## src/rtl/pll_phase_pkg.sv

```systemverilog
// Shared types and constants for the ECP5 PLL dynamic phase-shift controller.
package pll_phase_pkg;

  typedef enum logic [2:0] {
    WAIT_LOCK,
    IDLE,
    SETUP,
    PULSE,
    GAP,
    DONE
  } phase_state_t;

  // Output select values, matching the wrapper's clk_o[0..3] numbering
  localparam logic [1:0] SEL_OP  = 2'd0;
  localparam logic [1:0] SEL_OS  = 2'd1;
  localparam logic [1:0] SEL_OS2 = 2'd2;
  localparam logic [1:0] SEL_OS3 = 2'd3;

  localparam logic DIR_DELAY   = 1'b0;
  localparam logic DIR_ADVANCE = 1'b1;

endpackage

```

## src/rtl/pll_lock_filter.sv

```systemverilog
// Two-flop synchroniser for the PLL lock signal followed by a consecutive-high filter.
module pll_lock_filter
  import pll_phase_pkg::*;
#(
  parameter int unsigned LOCK_CYC = 16
) (
  input  logic clk_i,
  input  logic reset,
  input  logic locked,
  output logic lock_ok
);

  localparam int unsigned CNT_W = $clog2(LOCK_CYC + 1);

  logic             sync_q1;
  logic             sync_q2;
  logic [CNT_W-1:0] cnt;

  always_ff @(posedge clk_i) begin
    if (reset) begin
      sync_q1 <= 1'b0;
      sync_q2 <= 1'b0;
      cnt     <= '0;
    end else begin
      sync_q1 <= locked;
      sync_q2 <= sync_q1;
      if (!sync_q2) begin
        cnt <= '0;
      end else if (cnt != CNT_W'(LOCK_CYC)) begin
        cnt <= cnt + CNT_W'(1);
      end
    end
  end

  // Drops in the same cycle the synchronised lock goes low
  assign lock_ok = sync_q2 && (cnt == CNT_W'(LOCK_CYC));

endmodule

```

## src/rtl/pll_phase_stepper.sv

```systemverilog
// Sequences phasesel/phasedir/phasestep for the ECP5 PLL and tracks per-output phase offsets.
module pll_phase_stepper
  import pll_phase_pkg::*;
#(
  parameter int unsigned SETUP_CYC = 4,
  parameter int unsigned PULSE_CYC = 4,
  parameter int unsigned GAP_CYC   = 4,
  parameter int unsigned LOCK_CYC  = 16,
  parameter int unsigned STEP_W    = 8,
  parameter int unsigned ACC_W     = 12
) (
  input  logic              clk_i,
  input  logic              reset,
  input  logic              req_valid,
  output logic              req_ready,
  input  logic [1:0]        req_sel,
  input  logic              req_dir,
  input  logic [STEP_W-1:0] req_steps,
  output logic              done,
  output logic              err,
  input  logic              err_clr,
  input  logic [1:0]        rd_sel,
  output logic [ACC_W-1:0]  rd_phase,
  input  logic              locked,
  output logic [1:0]        phasesel,
  output logic              phasedir,
  output logic              phasestep,
  output logic              phaseloadreg
);

  localparam int unsigned CYC_MAX0 = (SETUP_CYC > PULSE_CYC) ? SETUP_CYC : PULSE_CYC;
  localparam int unsigned CYC_MAX  = (CYC_MAX0 > GAP_CYC) ? CYC_MAX0 : GAP_CYC;
  localparam int unsigned CNT_W    = (CYC_MAX > 1) ? $clog2(CYC_MAX) : 1;

  phase_state_t      state, state_n;
  logic [CNT_W-1:0]  cnt, cnt_n;
  logic [STEP_W-1:0] left, left_n;
  logic              set_err;
  logic              step_done;
  logic              phasestep_n;
  logic              done_n;
  logic              lock_ok;
  logic              accept;
  logic [ACC_W-1:0]  acc [4];

  pll_lock_filter #(
    .LOCK_CYC(LOCK_CYC)
  ) u_lock_filter (
    .clk_i  (clk_i),
    .reset  (reset),
    .locked (locked),
    .lock_ok(lock_ok)
  );

  assign req_ready    = (state == IDLE) && lock_ok;
  assign accept       = req_valid && req_ready;
  assign phaseloadreg = 1'b0;
  assign rd_phase     = acc[rd_sel];

  // Next-state, cycle/step counters and registered-output values
  always_comb begin
    state_n   = state;
    cnt_n     = cnt;
    left_n    = left;
    set_err   = 1'b0;
    step_done = 1'b0;
    unique case (state)
      WAIT_LOCK: if (lock_ok) state_n = IDLE;
      IDLE: begin
        if (accept) begin
          cnt_n   = '0;
          left_n  = req_steps;
          state_n = (req_steps == '0) ? DONE : SETUP;
        end
      end
      SETUP: begin
        if (!lock_ok) begin
          state_n = DONE;
          set_err = 1'b1;
        end else if (cnt == CNT_W'(SETUP_CYC - 1)) begin
          cnt_n   = '0;
          state_n = PULSE;
        end else begin
          cnt_n = cnt + CNT_W'(1);
        end
      end
      PULSE: begin
        // A pulse cut short by lock loss is not counted
        if (!lock_ok) begin
          state_n = DONE;
          set_err = 1'b1;
        end else if (cnt == CNT_W'(PULSE_CYC - 1)) begin
          cnt_n     = '0;
          left_n    = left - STEP_W'(1);
          step_done = 1'b1;
          state_n   = GAP;
        end else begin
          cnt_n = cnt + CNT_W'(1);
        end
      end
      GAP: begin
        if (!lock_ok) begin
          state_n = DONE;
          set_err = 1'b1;
        end else if (cnt == CNT_W'(GAP_CYC - 1)) begin
          cnt_n   = '0;
          state_n = (left == '0) ? DONE : PULSE;
        end else begin
          cnt_n = cnt + CNT_W'(1);
        end
      end
      DONE:    state_n = lock_ok ? IDLE : WAIT_LOCK;
      default: state_n = WAIT_LOCK;
    endcase
    phasestep_n = (state_n != PULSE);
    done_n      = (state_n == DONE);
  end

  always_ff @(posedge clk_i) begin
    if (reset) begin
      state     <= WAIT_LOCK;
      cnt       <= '0;
      left      <= '0;
      phasesel  <= '0;
      phasedir  <= 1'b0;
      phasestep <= 1'b1;
      done      <= 1'b0;
      err       <= 1'b0;
      for (int i = 0; i < 4; i++) acc[i] <= '0;
    end else begin
      state     <= state_n;
      cnt       <= cnt_n;
      left      <= left_n;
      phasestep <= phasestep_n;
      done      <= done_n;
      if (accept) begin
        phasesel <= req_sel;
        phasedir <= req_dir;
      end
      if (set_err) begin
        err <= 1'b1;
      end else if (err_clr) begin
        err <= 1'b0;
      end
      if (step_done) begin
        acc[phasesel] <= (phasedir == DIR_DELAY) ? acc[phasesel] + ACC_W'(1)
                                                 : acc[phasesel] - ACC_W'(1);
      end
    end
  end

endmodule

```

## config.mk

```make
export PLATFORM = sky130hd
export DESIGN_NAME = pll_phase_stepper
export DESIGN_NICKNAME = d
export VERILOG_FILES = /design/src/rtl/pll_phase_pkg.sv /design/src/rtl/pll_lock_filter.sv /design/src/rtl/pll_phase_stepper.sv
export SDC_FILE = /design/constraint.sdc
export NUM_CORES = 1
export LEC_CHECK = 0
export ABC_AREA = 1
export ABC_CLOCK_PERIOD_IN_PS = 4000
export BUFFER_PORTS_ARGS = -buffer_cell sky130_fd_sc_hd__buf_2
export CAP_MARGIN = 20
export CORE_MARGIN = 10
export CORE_UTILIZATION = 46
export DETAILED_ROUTE_END_ITERATION = 8
export PLACE_DENSITY = 0.62
export SYNTH_ARGS = -nofsm -noshare
export SYNTH_HDL_FRONTEND = slang
export SYNTH_HIERARCHICAL = 1
export SYNTH_SLANG_ARGS = --single-unit
```

## constraint.sdc

```tcl
create_clock -name clk_i -period 4 [get_ports clk_i]
set_clock_uncertainty 0.15 [all_clocks]
set_input_delay 0.6 -clock clk_i [delete_from_list [all_inputs] [get_ports clk_i]]
set_output_delay 0.6 -clock clk_i [all_outputs]
set_load 0.02 [all_outputs]
```

==> results.md <==
- Outcome: completed
- Leading area contributor after synthesis: edfxtp_1
- Max_cap viols: 0
- Worst-path cell chain: inv_1 -> ha_1 -> nand2_1 -> inv_1 -> nand2_2 -> nor2_1 -> nand4_4 -> nor2_2 -> nand2_2 -> nand2_1
- Hold_buf cts: 0
- Top cells by area, synth: edfxtp_1, dfxtp_1, nor2_1
- Cells after Synth: 608
- Setup TNS: 0 ns
- Number of flops mapped to enable cells by yosys: 48
- CTS tree: yes
- Post-synth top area share: 31.64%
- 1st-iter DRT viols: 358
- Hold Violations, Final: 0
- H-Tree Level Count: 3
- Yosys warns: 6
- CTS clk-pin slew, worst paths: 0.09 ns
- Final worst slack: 0.6554 ns
- Synth Register Bits: 76
- Antenna Nets Post-Route: 0
- Part of the cycle the worst path needs: 83.61%
- Antenna diode count: 0
- Initial Utilization: 46.82%
- Resized cells post-CTS: 0
- Syn Area/Cell: 7.493 um2
- Global route total overflow: 0
- Number of global-route vias before repair: 4081
- Period minus WS final: 3.345 ns
- Area Overhead vs Synth: 11.07%
- Rows: 36
- Buffers on Ports: 36
- Crit path buf inv count: 2
- CP peak stage delay: 0.57 ns
- Ports: 38
- Worst vdd ir: 0.2173 mV
- Fin Hold WS: 0.2845 ns
- Worst Path Max Fanout: 14
- Root Buffer: clkbuf_8
- Layout net count: 672
- Top delay family on crit path: simple AND/OR/NAND/NOR gates
- Antenna violations before repair: 0
- Arrival time at the worst endpoint: 3.19 ns
- Hold Crit Class: input pin to flop
- Die span in y: 119.5 um
- Syn nets: 641
- Sequential fraction of the synthesis area: 43.94%
- DRC violations left: 0
- CTS buffer count: 9
- Unrepaired setup endpoints after global routing: no
- Leakage: 0.002225 uW
- Mapped cell area: 4556 um2
- Core ar.: 9729 um2
- Largest net degree at the start of global routing: 26
- Crit Path Class: flop to flop
- Yosys cell types: 34
- Top FF cell, synth: edfxtp_1
- Worst Max-Slew Pin Slew: 0.7202 ns
- GP Congestion: 0.8810
- Setup-failing EPs final: 0
- Post-DP HPWL: 9.263 mm
- Startpoint types: flop
- DP Worst Slack: 0.7459 ns
- Routed length per instance: 16.39 um
- Drt first pass iters: 7
- Clk Latency, worst-skew pair: 0.36 ns
- Die ar.: 14280 um2
- PD cells: 322.6 nW/um2
- Share of cells above drive strength 1: 11.96%
- Peak Freq: 299.0 MHz
- Post-CTS setup buffers: 0
- Worst Path Required: 3.85 ns
- Total number of vias: 4253
- Global-route wire length before repair: 20.38 mm
- Fin util: 52.01%
- Slowest-stage cell, CP: nor2_1
- Max-slew headroom: 51.81%
- Routed WL: 12.73 mm
- CTS Sinks: 76
- Post-synth ARST share: 0%
- Die width: 119.5 um
- CTS max path bufs: 2
- Post-synth top cells: nor2_1, nand2_1, inv_1, o21ai_0, edfxtp_1
- Slew Limit Fails: 0
- Most frequent cell after synthesis: nor2_1
- CP endpoint kind: flop
- Total Routing Usage GR: 17.65%
- Vias per std cell: 5.474
[layout by cell type, fill, tap and decap left out, types with 3 or more instances in the layout]
cell      instances
inv_1            68
dfxtp_1          28
o21ai_0          63
xnor2_1           5
nand3_1          41
edfxtp_1         48
inv_2             5
nor2_2            5
clkbuf_8         10
ha_1             14
o22ai_1          22
nand4_1           9
nand2_2           6
buf_2            36
nor3_1            5
nand2_1         109
a21oi_1          27
buf_4             3
nor2_1          115
[metal layers]
| layer | up-vias | routed length, um | GRT usage (%) |
|---|---|---|---|
| li1 | 2098 | - | - |
| met1 | 1957 | 5395 | 21.43 |
| met2 | 164 | 6220 | 30.43 |
| met3 | 34 | 791 | 2.766 |
| met4 | 0 | 326 | 7.391 |
| met5 | - | 0 | 0 |
[worst register-to-register path: stages, from the launching register on]
cell     delay, ns
dfxtp_1       0.36
inv_1         0.09
ha_1          0.14
nand2_1       0.05
inv_1         0.07
nand2_2       0.10
nor2_1        0.57
nand4_4       0.38
nor2_2        0.25
nand2_2       0.24
nand2_1       0.58
[flip-flops by register name, indices dropped and copies added, names as in the netlist, 2 cells and up, named ones only]
signal / cells
u_lock_filter/cnt: 5
phasesel: 2
cnt: 2
state: 3
left: 8
acc: 48
[cells by family (layout without fill, tap and decap cells)]
| group | count (synthesis) | after routing | share of synthesized area, % |
|---|---|---|---|
| AO/OA/AOI/OAI | 119 | 119 | 14.14 |
| XOR/XNOR | 7 | 7 | 1.346 |
| adder cells (fa/ha/maj) | 15 | 15 | 4.285 |
| buffers and inverters | 92 | 128 | 8.102 |
| flip-flops | 76 | 76 | 43.94 |
| multiplexers | 1 | 1 | 0.2197 |
| other | 1 | 1 | 0.08232 |
| AND/OR/NAND/NOR | 297 | 297 | 27.88 |
[final cells by class]
cell class,count,area [um2]
Sequential cell,76,2002
Inverter,73,274.0
Timing Repair Buffer,39,202.7
Clock inverter,4,35.03
Clock buffer,12,187.7
Tap cell,133,166.4
Fill cell,993,4669
Multi-Input combinational cell,440,2192
[power by group]
| group | total (uW) | internal [uW] | switching [uW] | leakage [uW] |
|---|---|---|---|---|
| clock network | 649 | 325 | 324 | 0.000115 |
| registers | 858 | 848 | 10.3 | 0.000722 |
| logic | 125 | 38.5 | 86.5 | 0.00139 |
[path summary, 6_finish.rpt]
check | startpoint | end | slack (ns) | cells past startpoint
max | u_lock_filter/cnt[0]$_SDFFE_PP0P_ | acc[0][1]$_SDFFCE_PN0P_ | 0.66 | 10
min | locked | u_lock_filter/sync_q1$_SDFF_PP0_ | 0.28 | 3
max reg2reg | u_lock_filter/cnt[0]$_SDFFE_PP0P_ | acc[0][1]$_SDFFCE_PN0P_ | 0.66 | 10
min reg2reg | cnt[1]$_SDFFE_PP0P_ | cnt[1]$_SDFFE_PP0P_ | 0.31 | 2
[metrics by stage]
stage,power (uW),instances,instance area (um2)
3_5_place_dp,1002,761,4837
3_3_place_gp,999.7,761,4837
4_1_cts,1642,777,5060
5_1_grt,1690,777,5060
2_1_floorplan,951.1,608,4556
6_report,1632,777,5060
No activity file was read; power rests on OpenSTA's default activity.
